**config.mk**
```make
export PLATFORM = sky130hd
export DESIGN_NAME = fp_special_pipe
export DESIGN_NICKNAME = d
export VERILOG_FILES = /design/src/rtl/fp_special_pkg.sv /design/src/rtl/fp_classify.sv /design/src/rtl/fp_special_pipe.sv
export SDC_FILE = /design/constraint.sdc
export NUM_CORES = 1
export LEC_CHECK = 0
export CAP_MARGIN = 10
export CORE_ASPECT_RATIO = 1.1
export CORE_MARGIN = 3
export CORE_UTILIZATION = 43
export DETAILED_ROUTE_END_ITERATION = 10
export PLACE_DENSITY = 0.77
export SLEW_MARGIN = 20
export SYNTH_ARGS = -nofsm -noshare
export SYNTH_HDL_FRONTEND = slang
export SYNTH_SLANG_ARGS = --single-unit
export TNS_END_PERCENT = 50
```
**constraint.sdc**
```tcl
create_clock -name clk -period 1.35 [get_ports clk]
set_input_delay 0.2025 -clock clk [delete_from_list [all_inputs] [get_ports clk]]
set_output_delay 0.2025 -clock clk [all_outputs]
set_load 0.02 [all_outputs]
```
**src/rtl/fp_special_pkg.sv**
```systemverilog
// Shared definitions for the IEEE-754 special-case resolver.
//   OP_*            : operation encodings carried on the op port
//   fp_cls_e        : operand class produced by fp_classify
//   canonical_qnan  : canonical quiet NaN word (sign 0, exp all ones,
//                     mantissa MSB set) for a given exponent/mantissa width,
//                     returned right-aligned in 64 bits (formats up to 64 bits)
package fp_special_pkg;

  localparam logic [1:0] OP_ADD = 2'b00;
  localparam logic [1:0] OP_SUB = 2'b01;
  localparam logic [1:0] OP_MUL = 2'b10;
  localparam logic [1:0] OP_RSV = 2'b11;

  typedef enum logic [2:0] {
    CLS_ZERO,
    CLS_INF,
    CLS_QNAN,
    CLS_SNAN,
    CLS_FINITE
  } fp_cls_e;

  function automatic logic [63:0] canonical_qnan(input int exp_w, input int man_w);
    return (((64'd1 << exp_w) - 64'd1) << man_w) | (64'd1 << (man_w - 1));
  endfunction

endpackage

```
**src/rtl/fp_classify.sv**
```systemverilog
// Combinational IEEE-754 operand classifier.
//   word_i : operand word {sign, exponent, mantissa}
//   cls_o  : zero / inf / quiet NaN / signalling NaN / finite (subnormals are finite)
//   sign_o : sign bit of the operand
module fp_classify
  import fp_special_pkg::*;
#(
  parameter int EXP_W = 8,
  parameter int MAN_W = 23,
  localparam int W = 1 + EXP_W + MAN_W
) (
  input  logic [W-1:0] word_i,
  output fp_cls_e      cls_o,
  output logic         sign_o
);

  logic [EXP_W-1:0] exp_f;
  logic [MAN_W-1:0] man_f;

  assign exp_f  = word_i[W-2:MAN_W];
  assign man_f  = word_i[MAN_W-1:0];
  assign sign_o = word_i[W-1];

  always_comb begin
    cls_o = CLS_FINITE;
    if (exp_f == '0 && man_f == '0) begin
      cls_o = CLS_ZERO;
    end else if (&exp_f) begin
      if (man_f == '0)         cls_o = CLS_INF;
      else if (man_f[MAN_W-1]) cls_o = CLS_QNAN;
      else                     cls_o = CLS_SNAN;
    end
  end

endmodule

```
**src/rtl/fp_special_pipe.sv**
```systemverilog
// Two-stage pipelined IEEE-754 special-case resolver for add, sub and mul.
//   clk, rst               : rising-edge clock, synchronous active-high reset
//   in_valid/in_ready      : operand pair handshake (a, b, op)
//   out_valid/out_ready    : result handshake (out, check_special)
//   out                    : resolved special result, zero when check_special=0
//   check_special          : result resolved here, downstream bypasses arithmetic
//   flag_invalid           : sticky invalid flag, set as an invalid result is consumed
//   flag_clear             : synchronous clear of flag_invalid (a same-cycle set wins)
//
// Handshake: a transfer happens on a rising edge where valid & ready are both
// high. A producer holding valid keeps its data stable; valid never depends on
// ready. Stage readiness: s2_ready = !out_valid | out_ready,
// in_ready = (!s1_valid | s2_ready) & !rst, so the pipe holds two items when
// stalled and drains/refills in the same cycle without loss.
module fp_special_pipe
  import fp_special_pkg::*;
#(
  parameter int EXP_W = 8,
  parameter int MAN_W = 23,
  localparam int W = 1 + EXP_W + MAN_W
) (
  input  logic         clk,
  input  logic         rst,
  input  logic         in_valid,
  output logic         in_ready,
  input  logic [W-1:0] a,
  input  logic [W-1:0] b,
  input  logic [1:0]   op,
  output logic         out_valid,
  input  logic         out_ready,
  output logic [W-1:0] out,
  output logic         check_special,
  output logic         flag_invalid,
  input  logic         flag_clear
);

  localparam logic [W-1:0] QNAN    = W'(canonical_qnan(EXP_W, MAN_W));
  localparam logic [W-2:0] INF_MAG = {{EXP_W{1'b1}}, {MAN_W{1'b0}}};

  fp_cls_e cls_a, cls_b;
  logic    sign_a, sign_b;

  fp_classify #(.EXP_W(EXP_W), .MAN_W(MAN_W)) u_cls_a (
    .word_i (a), .cls_o (cls_a), .sign_o (sign_a)
  );
  fp_classify #(.EXP_W(EXP_W), .MAN_W(MAN_W)) u_cls_b (
    .word_i (b), .cls_o (cls_b), .sign_o (sign_b)
  );

  // Stage 1 registers
  logic         s1_valid_q, s1_valid_d;
  fp_cls_e      s1_cls_a_q, s1_cls_a_d, s1_cls_b_q, s1_cls_b_d;
  logic         s1_sa_q, s1_sa_d, s1_sb_q, s1_sb_d;
  logic [1:0]   s1_op_q, s1_op_d;
  logic [W-2:0] s1_mag_q, s1_mag_d;

  // Stage 2 registers
  logic         out_valid_q, out_valid_d;
  logic [W-1:0] out_q, out_d;
  logic         spec_q, spec_d;
  logic         inv_q, inv_d;
  logic         flag_q, flag_d;

  logic         s2_ready, s1_ready, accept;
  logic [W-1:0] res;
  logic         res_spec, res_inv;
  logic         nan_any, snan_any, s_mul;

  assign s2_ready = !out_valid_q || out_ready;
  assign s1_ready = !s1_valid_q || s2_ready;
  assign in_ready = s1_ready && !rst;
  assign accept   = in_valid && in_ready;

  // Stage 1 captures classes and signs. For add/sub the b sign is stored as
  // the effective sign (flipped for subtract); mul never flips. Only one
  // magnitude is kept: the one a zero+finite sum passes through (b when a is
  // zero, otherwise a).
  always_comb begin
    s1_valid_d = s1_valid_q;
    s1_cls_a_d = s1_cls_a_q;
    s1_cls_b_d = s1_cls_b_q;
    s1_sa_d    = s1_sa_q;
    s1_sb_d    = s1_sb_q;
    s1_op_d    = s1_op_q;
    s1_mag_d   = s1_mag_q;
    if (s1_ready) s1_valid_d = accept;
    if (accept) begin
      s1_cls_a_d = cls_a;
      s1_cls_b_d = cls_b;
      s1_sa_d    = sign_a;
      s1_sb_d    = sign_b ^ (op == OP_SUB);
      s1_op_d    = op;
      s1_mag_d   = (cls_a == CLS_ZERO) ? b[W-2:0] : a[W-2:0];
    end
  end

  // Special-case resolution from stage 1 contents
  always_comb begin
    res      = '0;
    res_spec = 1'b1;
    res_inv  = 1'b0;
    snan_any = (s1_cls_a_q == CLS_SNAN) || (s1_cls_b_q == CLS_SNAN);
    nan_any  = snan_any || (s1_cls_a_q == CLS_QNAN) || (s1_cls_b_q == CLS_QNAN);
    s_mul    = s1_sa_q ^ s1_sb_q;
    if (s1_op_q == OP_RSV) begin
      res     = QNAN;
      res_inv = 1'b1;
    end else if (nan_any) begin
      res = QNAN;
    end else if (s1_op_q == OP_MUL) begin
      if ((s1_cls_a_q == CLS_INF && s1_cls_b_q == CLS_ZERO) ||
          (s1_cls_a_q == CLS_ZERO && s1_cls_b_q == CLS_INF)) begin
        res     = QNAN;
        res_inv = 1'b1;
      end else if (s1_cls_a_q == CLS_INF || s1_cls_b_q == CLS_INF) begin
        res = {s_mul, INF_MAG};
      end else if (s1_cls_a_q == CLS_ZERO || s1_cls_b_q == CLS_ZERO) begin
        res = {s_mul, {(W-1){1'b0}}};
      end else begin
        res_spec = 1'b0;
      end
    end else begin
      if (s1_cls_a_q == CLS_INF && s1_cls_b_q == CLS_INF) begin
        if (s1_sa_q == s1_sb_q) begin
          res = {s1_sa_q, INF_MAG};
        end else begin
          res     = QNAN;
          res_inv = 1'b1;
        end
      end else if (s1_cls_a_q == CLS_INF) begin
        res = {s1_sa_q, INF_MAG};
      end else if (s1_cls_b_q == CLS_INF) begin
        res = {s1_sb_q, INF_MAG};
      end else if (s1_cls_a_q == CLS_ZERO && s1_cls_b_q == CLS_ZERO) begin
        res = {s1_sa_q & s1_sb_q, {(W-1){1'b0}}};
      end else if (s1_cls_a_q == CLS_ZERO) begin
        res = {s1_sb_q, s1_mag_q};
      end else if (s1_cls_b_q == CLS_ZERO) begin
        res = {s1_sa_q, s1_mag_q};
      end else begin
        res_spec = 1'b0;
      end
    end
    if (snan_any) res_inv = 1'b1;
  end

  always_comb begin
    out_valid_d = out_valid_q;
    out_d       = out_q;
    spec_d      = spec_q;
    inv_d       = inv_q;
    if (s2_ready) begin
      out_valid_d = s1_valid_q;
      if (s1_valid_q) begin
        out_d  = res;
        spec_d = res_spec;
        inv_d  = res_inv;
      end
    end
    flag_d = flag_q;
    if (out_valid_q && out_ready && inv_q) flag_d = 1'b1;
    else if (flag_clear)                   flag_d = 1'b0;
  end

  always_ff @(posedge clk) begin
    if (rst) begin
      s1_valid_q  <= 1'b0;
      s1_cls_a_q  <= CLS_ZERO;
      s1_cls_b_q  <= CLS_ZERO;
      s1_sa_q     <= 1'b0;
      s1_sb_q     <= 1'b0;
      s1_op_q     <= OP_ADD;
      s1_mag_q    <= '0;
      out_valid_q <= 1'b0;
      out_q       <= '0;
      spec_q      <= 1'b0;
      inv_q       <= 1'b0;
      flag_q      <= 1'b0;
    end else begin
      s1_valid_q  <= s1_valid_d;
      s1_cls_a_q  <= s1_cls_a_d;
      s1_cls_b_q  <= s1_cls_b_d;
      s1_sa_q     <= s1_sa_d;
      s1_sb_q     <= s1_sb_d;
      s1_op_q     <= s1_op_d;
      s1_mag_q    <= s1_mag_d;
      out_valid_q <= out_valid_d;
      out_q       <= out_d;
      spec_q      <= spec_d;
      inv_q       <= inv_d;
      flag_q      <= flag_d;
    end
  end

  assign out_valid     = out_valid_q;
  assign out           = out_q;
  assign check_special = spec_q;
  assign flag_invalid  = flag_q;

endmodule

```
Word level (Yosys, flattened, before mapping)
Cells that the tools add are included.

storage, ports and cells
  input bits = 71
  output and inout bits = 36
  register bits after elaboration = 78

cells by class
  multiplexer cells = 43
  equality and inequality tests = 10
  reduce and logical (&&, ||, !) cells = 32
  bitwise gates (word level) = 3

operators with widths
  cell                  number
  $mux W32              13
  $logic_not A23 Y1     2
  $mux W31              1
  $mux W1               23
  $mux W3               6
  $logic_not A8 Y1      2
  $reduce_and A8 Y1     2
  $eq A3 B2 Y1 const B  4
  $logic_and A1 B1 Y1   10
  $logic_not A3 Y1      3
  $logic_or A1 B1 Y1    8
  $eq A3 B1 Y1 const B  2
  $eq A2 B2 Y1 const B  2
  $logic_not A1 Y1      3
  $eq A2 B1 Y1 const B  1
  $reduce_and A2 Y1     1
  $reduce_bool A2 Y1    1
  $xor A1 B1 Y1         2
  $and A1 B1 Y1         1
  $eq A1 B1 Y1          1

Depth between registers and ports, before layout
Gate-level depths: netlist of run 1.

  depth in word-level cells = 10
  depth in mapped cells = 6
  depth with buffers taken out = 5

By module
A second synthesis of run 1 with hierarchy kept.

unflattened totals
  cell total of the unflattened synthesis = 382
  area total of the unflattened synthesis = 3606.0 µm²

modules (own cells, without submodules)
  module           cells each  area an instance (µm²)  times used  sequential area each (µm²)
  fp_special_pipe  344         3375.7                  1           1561.5
  fp_classify      19          115.1                   2           0.0

Worst setup path after synthesis of run 1
Ideal clock, no wire load.

  kind = register to register
  start point = register out_valid_q, in the netlist out_valid
  end point = register out_q[2], in the netlist out[2]
  cell stages (with the launch flop) = 6
  path buffers = 1
  library setup time = 70 ps
  arrival time = 1433 ps
  required time = 1280 ps
  slack = -153 ps
  cell sequence = dfxtp_1 -> nand2b_1 -> and2_1 -> nor2_1 -> clkbuf_1 -> o2bb2ai_1

between the ends
  longest elaborated chain between the ends = 3

RTL lines
  what                                RTL line                source
  from (decl)                         fp_special_pipe.sv:58   logic out_valid_q, out_valid_d;
  from (signal assigned)              fp_special_pipe.sv:187  out_valid_q <= out_valid_d;
  $logic_not A1 Y1                    fp_special_pipe.sv:69   assign s2_ready = !out_valid_q || out_ready;
  $logic_or A1 B1 Y1                  fp_special_pipe.sv:69
  $reduce_and A2 Y1 (no source line)  --
  to (signal assigned)                fp_special_pipe.sv:188  out_q <= out_d;
  to (decl)                           fp_special_pipe.sv:59   logic [W-1:0] out_q, out_d;

Every way passes these cells.
A chain may end at the register's enable or synchronous reset.

Worst setup path after layout of run 1
  start point = register out_valid_q, in the netlist out_valid
  end point = register s1_mag_q[7]

between the ends
  longest elaborated chain between the ends = 5

RTL lines
  what                  RTL line                source
  $logic_not A1 Y1      fp_special_pipe.sv:69
  $logic_or A1 B1 Y1    fp_special_pipe.sv:69
  $logic_or A1 B1 Y1    fp_special_pipe.sv:70   assign s1_ready = !s1_valid_q || s2_ready;
  $logic_and A1 B1 Y1   fp_special_pipe.sv:71   assign in_ready = s1_ready && !rst;
  $logic_and A1 B1 Y1   fp_special_pipe.sv:72   assign accept = in_valid && in_ready;
  to (signal assigned)  fp_special_pipe.sv:186  s1_mag_q <= s1_mag_d;
  to (decl)             fp_special_pipe.sv:55   logic [W-2:0] s1_mag_q, s1_mag_d;

Every way passes these cells.

==> impl_metrics.tcl, run 1 <==
set metrics [dict create \
    worstHoldEndpoint "s1_mag_q[21]" \
    finalHoldWorstSlack_ns 0.0597 \
    synth_area_leaders "dfxtp_1 43%, o211ai_2 10%, nand2_1 10%" \
    ant_nets 0 \
    wl_per_cell_um 21.4 \
    min_path_cells 3 \
    h-tree-depth 3 \
    ys_seq_area_share_pct 42.9 \
    hold_path_class "input pin to flop" \
    vdd.ir_drop.worst_mv 0.587 \
    timing.rr.start "out_valid" \
    globalplace.congestion 0.931 \
    hold_viol 0 \
    placed_cells 693 \
    r2r_slack_ns -0.22 \
    first_pass_iters 5 \
    dpl_cell_area_mm2 0.00543 \
    grt_pass1_wl_mm 19.7 \
    path_class "flop to flop" \
    syn_area_mm2 0.00364 \
    ff2ff_path_depth 7 \
    status "finished with violations" \
    crit_fanout 7 \
    finalClockSkew_ns 0.00805 \
    power.total_mw 5.70 \
    tritoncts "yes" \
    core_area_mm2 0.00808 \
    chipWidth_um 93.8 \
    numCtsBuffers 9 \
    synth_cells 430 \
    fin_cells 730 \
    clock_path_buffers 2 \
    crit_required_ns 1.63 \
    insertion_delay_ns 0.36 \
    p_per_area_mw_per_mm2 879 \
    nets 689 \
    num_vias 4432 \
    drv_slew 0 \
    routed_wl_mm 15.6 \
    utilization_pct 80.2 \
    synth_top_area_cell "dfxtp_1" \
    violations "negative setup slack" \
    yosys.cell_count.top_type "nand2_1" \
    max_freq_mhz 636 \
    slew_headroom_pct 73.4 \
    leakage_nw 2.68 \
    hpwlAfterDp_mm 8.39 \
    netlist_top_cells_count "99 x nand2_1, 78 x dfxtp_1, 44 x nand3_1" \
    io_pins 107 \
    root_buffer "clkbuf_8" \
    period_minus_slack_ns 1.57 \
    ys.flop_type "dfxtp_1" \
    design_area_mm2 0.00648 \
    ys_ff_latch 78 \
    clkTransAtPathRegs_ns 0.09 \
    die_h_um 103 \
    final_layout_size_suffix_gt1_share_pct 42.3 \
    fp-row-count 34 \
    clock-sinks 78 \
    grt_max_degree 43 \
    ys_warn_count 0 \
    grt_usage_pct 26.0 \
    avgSynthCellArea_um2 8.47 \
    rsz0062_at_grt "yes" \
    drc 0 \
    rr_endpoint "s1_mag_q[7]" \
    synth_nets 502 \
    area_growth_pct 77.9 \
    io_buffers 106 \
    die_area_mm2 0.00962 \
    fin_crit_sh_pct 116 \
    maxCapViolations 0 \
    antenna_found_initial 0 \
    post_drt_via_cell_ratio 6.07 \
    startpoint "out_valid" \
    hp-start "a[21]" \
    synth_top_area_share_pct 42.9 \
    synth_cell_type_count 43 \
    drt_iter0_markers 355 \
    synth_edf_count 0 \
    grt_overflow 0 \
    startpoint_type "flop" \
    end_kind "flop" \
    fin_ws_ns -0.223 \
    n_antenna_cell 0 \
    synthArstFlopShare_pct 0 \
    setup_viol 71 \
    grt_pass1_vias 4143 \
    cp.arrival_ns 1.85 \
    start_util_pct 45.1 \
    worst_pin_slew_ns 0.396 \
]
## sequential cells by signal, indices dropped and copies added, names as in the netlist
name,flops
inv_q,1
out,32
s1_cls_a_q,3
s1_op_q,2
s1_sb_q,1
s1_mag_q,31
flag_invalid,1
s1_cls_b_q,3
check_special,1
s1_sa_q,1
out_valid,1
s1_valid_q,1
## power breakdown
part           switching [mW]  total, mW  internal, mW
sequential             0.0968       2.51          2.42
clock                   0.930       1.88         0.952
combinational           0.658       1.30         0.647
total                    1.69       5.70          4.02
## area by class of cell
type	instances	area, µm²
timing repair buffer	210	2050
inverter	3	11.3
clock buffer	11	151
clock inverter	5	57.6
tap	108	135
sequential	78	1590
multi-input combinational	315	2490
fill	462	1600
## metal layers
layer	wire [µm]	global-route usage [%]
met1	5810	32.4
met2	7940	45.4
met3	1170	3.43
met4	697	11.2
met5	0	0
## cell usage in the layout (no fill, tap or decap), types with 4 or more instances in the layout
master,netlist,layout
o2bb2ai_4,0,7
nand4_1,6,6
o2bb2ai_2,0,10
dfxtp_4,0,5
nor4_4,0,5
nor4_1,16,6
o211ai_2,30,30
buf_4,0,76
nand2_1,99,71
clkbuf_16,0,4
buf_12,0,9
buf_6,4,12
clkbuf_8,0,11
clkbuf_2,0,4
nand2_4,0,8
o21ai_0,19,14
nand3_1,44,43
o2bb2ai_1,22,5
dfxtp_1,78,68
nor4_2,0,5
dfxtp_2,0,5
nand2_2,0,20
nor2_2,0,4
a21oi_1,12,9
clkdlybuf4s50_1,0,38
clkdlybuf4s15_1,0,11
buf_2,5,7
nor2_1,14,9
nor3_1,8,4
dlygate4sd2_1,0,39
## worst max-delay path, stage by stage, from the launching register on
cell,delay (ns)
dfxtp_2,0.34
buf_6,0.11
nand3b_1,0.17
and2_4,0.29
buf_12,0.14
clkbuf_16,0.15
nand2_1,0.09
o211ai_2,0.19
## metrics by stage
stage / worst slack [ns] / setup TNS [ns]
after floorplan: -0.0735 / -3.08
after global placement: -0.876 / -43.87
after detailed placement: -0.964 / -48.01
after CTS: -0.191 / -2.33
after global routing: -0.272 / -9.45
final: -0.223 / -6.68
## kinds of logic after synthesis
family          count (synthesis)  share of synthesized area [%]
mux                             3                          0.824
compound gates                 96                           22.9
simple gates                  212                           27.5
fa+ha+maj                       1                          0.343
xor+xnor                        3                          0.721
flops                          78                           42.9
buf+inv                        37                           4.81
## how the worst max path moves through the flow
stage              endpoint  cells past startpoint  slack [ns]
2_1_floorplan       out[31]                      5       -0.07
5_1_grt         s1_mag_q[7]                      7       -0.27
3_3_place_gp   s1_mag_q[23]                      6       -0.88
3_5_place_dp   s1_mag_q[28]                      6       -0.96
6_report        s1_mag_q[7]                      7       -0.22
4_1_cts              out[5]                      6       -0.19
## repair_timing
| action | CTS | global route |
|---|---|---|
| hold buffers | 0 | 0 |
| setup endpoints to repair | 105 | 74 |
| setup buffers | 5 | 8 |
| resized for setup | 161 | 111 |
| cloned | 4 | 5 |
| pin swaps | 27 | 48 |
Power figures use the tool's default switching activity.
==> run 2: changes to the inputs <==
--- a/config.mk
+++ b/config.mk
@@ -6,11 +6,11 @@
 export NUM_CORES = 1
 export LEC_CHECK = 0
 export CAP_MARGIN = 10
-export CORE_ASPECT_RATIO = 1.1
 export CORE_MARGIN = 3
 export CORE_UTILIZATION = 43
 export DETAILED_ROUTE_END_ITERATION = 10
 export PLACE_DENSITY = 0.77
+export SKIP_CTS_REPAIR_TIMING = 1
 export SLEW_MARGIN = 20
 export SYNTH_ARGS = -nofsm -noshare
 export SYNTH_HDL_FRONTEND = slang
==> impl_metrics.tcl, run 2 (synthesis results as in run 1) <==
set metrics [dict create \
    grt_overflow 0 \
    worst-path-buf-inv 2 \
    path_class "flop to flop" \
    start_util_pct 45.7 \
    status "finished with violations" \
    worst_pin_slew_ns 0.482 \
    final_layout_size_suffix_gt1_share_pct 39.6 \
    io_pins 107 \
    die_area_mm2 0.00961 \
    leakage_nw 3.33 \
    finalHoldWorstSlack_ns 0.0663 \
    max_freq_mhz 590 \
    grt_usage_pct 22.9 \
    final_common_cell "dfxtp_1" \
    rsz0062_at_grt "yes" \
    io_buffers 106 \
    layout_common_cells "70 x dfxtp_1, 62 x buf_4, 61 x nand2_1" \
    slew_headroom_pct 67.6 \
    core_area_mm2 0.00797 \
    drv_slew 0 \
    hold_viol 0 \
    crit_slowest_cell "dfxtp_2" \
    post_drt_via_cell_ratio 6.27 \
    tns_ns -11.49 \
    numCtsBuffers 9 \
    finalClockSkew_ns 0.0141 \
    first_pass_iters 5 \
    design_area_mm2 0.00659 \
    largest_reg_flops 32 \
    n_antenna_cell 0 \
    globalplace.congestion 0.883 \
    insertion_delay_ns 0.36 \
    maxCapViolations 0 \
    clock-sinks 78 \
    area_growth_pct 80.7 \
    fillers 385 \
    wl_met1_mm 5.87 \
    startpoint_type "flop" \
    setup_viol 72 \
    route.met3.wl_mm 1.37 \
    period_minus_slack_ns 1.69 \
    hold_path_class "input pin to flop" \
    top_layer_used "met4" \
    chipWidth_um 98.1 \
    num_vias 4460 \
    grt_pass1_wl_mm 18.3 \
    antenna_found_initial 0 \
    drt_iter0_markers 423 \
    path_delay_family "simple AND/OR/NAND/NOR gates" \
    clkTransAtPathRegs_ns 0.09 \
    p_per_area_mw_per_mm2 887 \
    hpwlAfterDp_mm 8.41 \
    end_kind "flop" \
    cp_slowest_stage_delay_ns 0.39 \
    clock_path_buffers 2 \
    h-tree-depth 3 \
    cp.arrival_ns 1.97 \
    grt_max_degree 43 \
    fin_ws_ns -0.344 \
    ant_nets 0 \
    crit_fanout 11 \
    crit_required_ns 1.62 \
    path_cells "nor2b_1 > nor3_1 > o211ai_1 > buf_4 > buf_6 > o2bb2ai_1" \
    wl_per_cell_um 22.7 \
    tritoncts "yes" \
    nets 676 \
    dr_wl_met2_mm 8.14 \
    vdd.ir_drop.worst_mv 0.622 \
    violations "negative setup slack" \
    dpl_cell_area_mm2 0.00535 \
    fin_crit_sh_pct 126 \
    fp-row-count 32 \
    root_buffer "clkbuf_8" \
    die_h_um 98.1 \
    routed_wl_mm 16.2 \
    drc 0 \
    grt_pass1_vias 3865 \
]
-- run 2: changes by cell type in the layout (fill, tap and decap cells not counted), moves of 10 or more --
cell             before  now
buf_4                76   62
clkdlybuf4s15_1      11    0
dlygate4sd2_1        39    0
dlymetal6s2s_1        1   60
nand2_1              71   61
nand2_4               8   18
-- run 2: worst paths after layout --
check                                     to  slack, ns  cells after the start     startpoint
worst max register to register        out[7]      -0.34                      6  s1_cls_a_q[1]
worst min register to register        out[5]       0.47                      2    s1_mag_q[5]
worst min-delay path            s1_mag_q[19]       0.07                      3          a[19]
worst max-delay path                  out[7]      -0.34                      6  s1_cls_a_q[1]
-- run 2: routing by layer --
layer  vias up  global-route usage, %
met4         0                   4.37
met1      2147                   30.5
met2       309                   38.5
met3        90                   5.07
li1       1914                      -
met5         -                      0
-- run 2: per-stage QoR --
step	utilization, %	total power, mW	instances	worst slack (ns)
after global placement	67.1	3.54	676	-0.858
after detailed placement	67.1	3.57	676	-0.907
final	82.6	5.84	711	-0.344
after floorplan	-	2.95	430	-0.0735
after CTS	69.9	5.47	692	-0.557
after global routing	82.6	6.00	711	-0.325
-- run 2: final cells by class --
cell class | count | area, µm² | area share [%]
inverters | 3 | 15.0 | 0.228
repair buffers | 196 | 2160 | 32.8
multi-input cells | 316 | 2480 | 37.7
well taps | 102 | 128 | 1.94
clock inverters | 5 | 82.6 | 1.25
flip-flops and latches | 78 | 1570 | 23.9
clock buffers | 11 | 141 | 2.15
-- run 2: power by group --
part / total (mW) / switching, mW / internal, mW / leakage, nW
logic: 1.32 / 0.671 / 0.650 / 2.58
clock network: 2.00 / 0.906 / 1.09 / 0.102
registers: 2.52 / 0.0983 / 2.42 / 0.642
-- run 2: worst reg2reg max path, stage by stage (launching register included) --
cell,delay (ns)
dfxtp_2,0.39
nor2b_1,0.18
nor3_1,0.30
o211ai_1,0.15
buf_4,0.19
buf_6,0.16
o2bb2ai_1,0.23
==> run 3: changes to the inputs <==
--- a/config.mk
+++ b/config.mk
@@ -5,7 +5,6 @@
 export SDC_FILE = /design/constraint.sdc
 export NUM_CORES = 1
 export LEC_CHECK = 0
-export CAP_MARGIN = 10
 export CORE_MARGIN = 3
 export CORE_UTILIZATION = 43
 export DETAILED_ROUTE_END_ITERATION = 10
==> results of run 3 <==
Same layout as run 2: the final DEF is identical, and so are final timing and power.
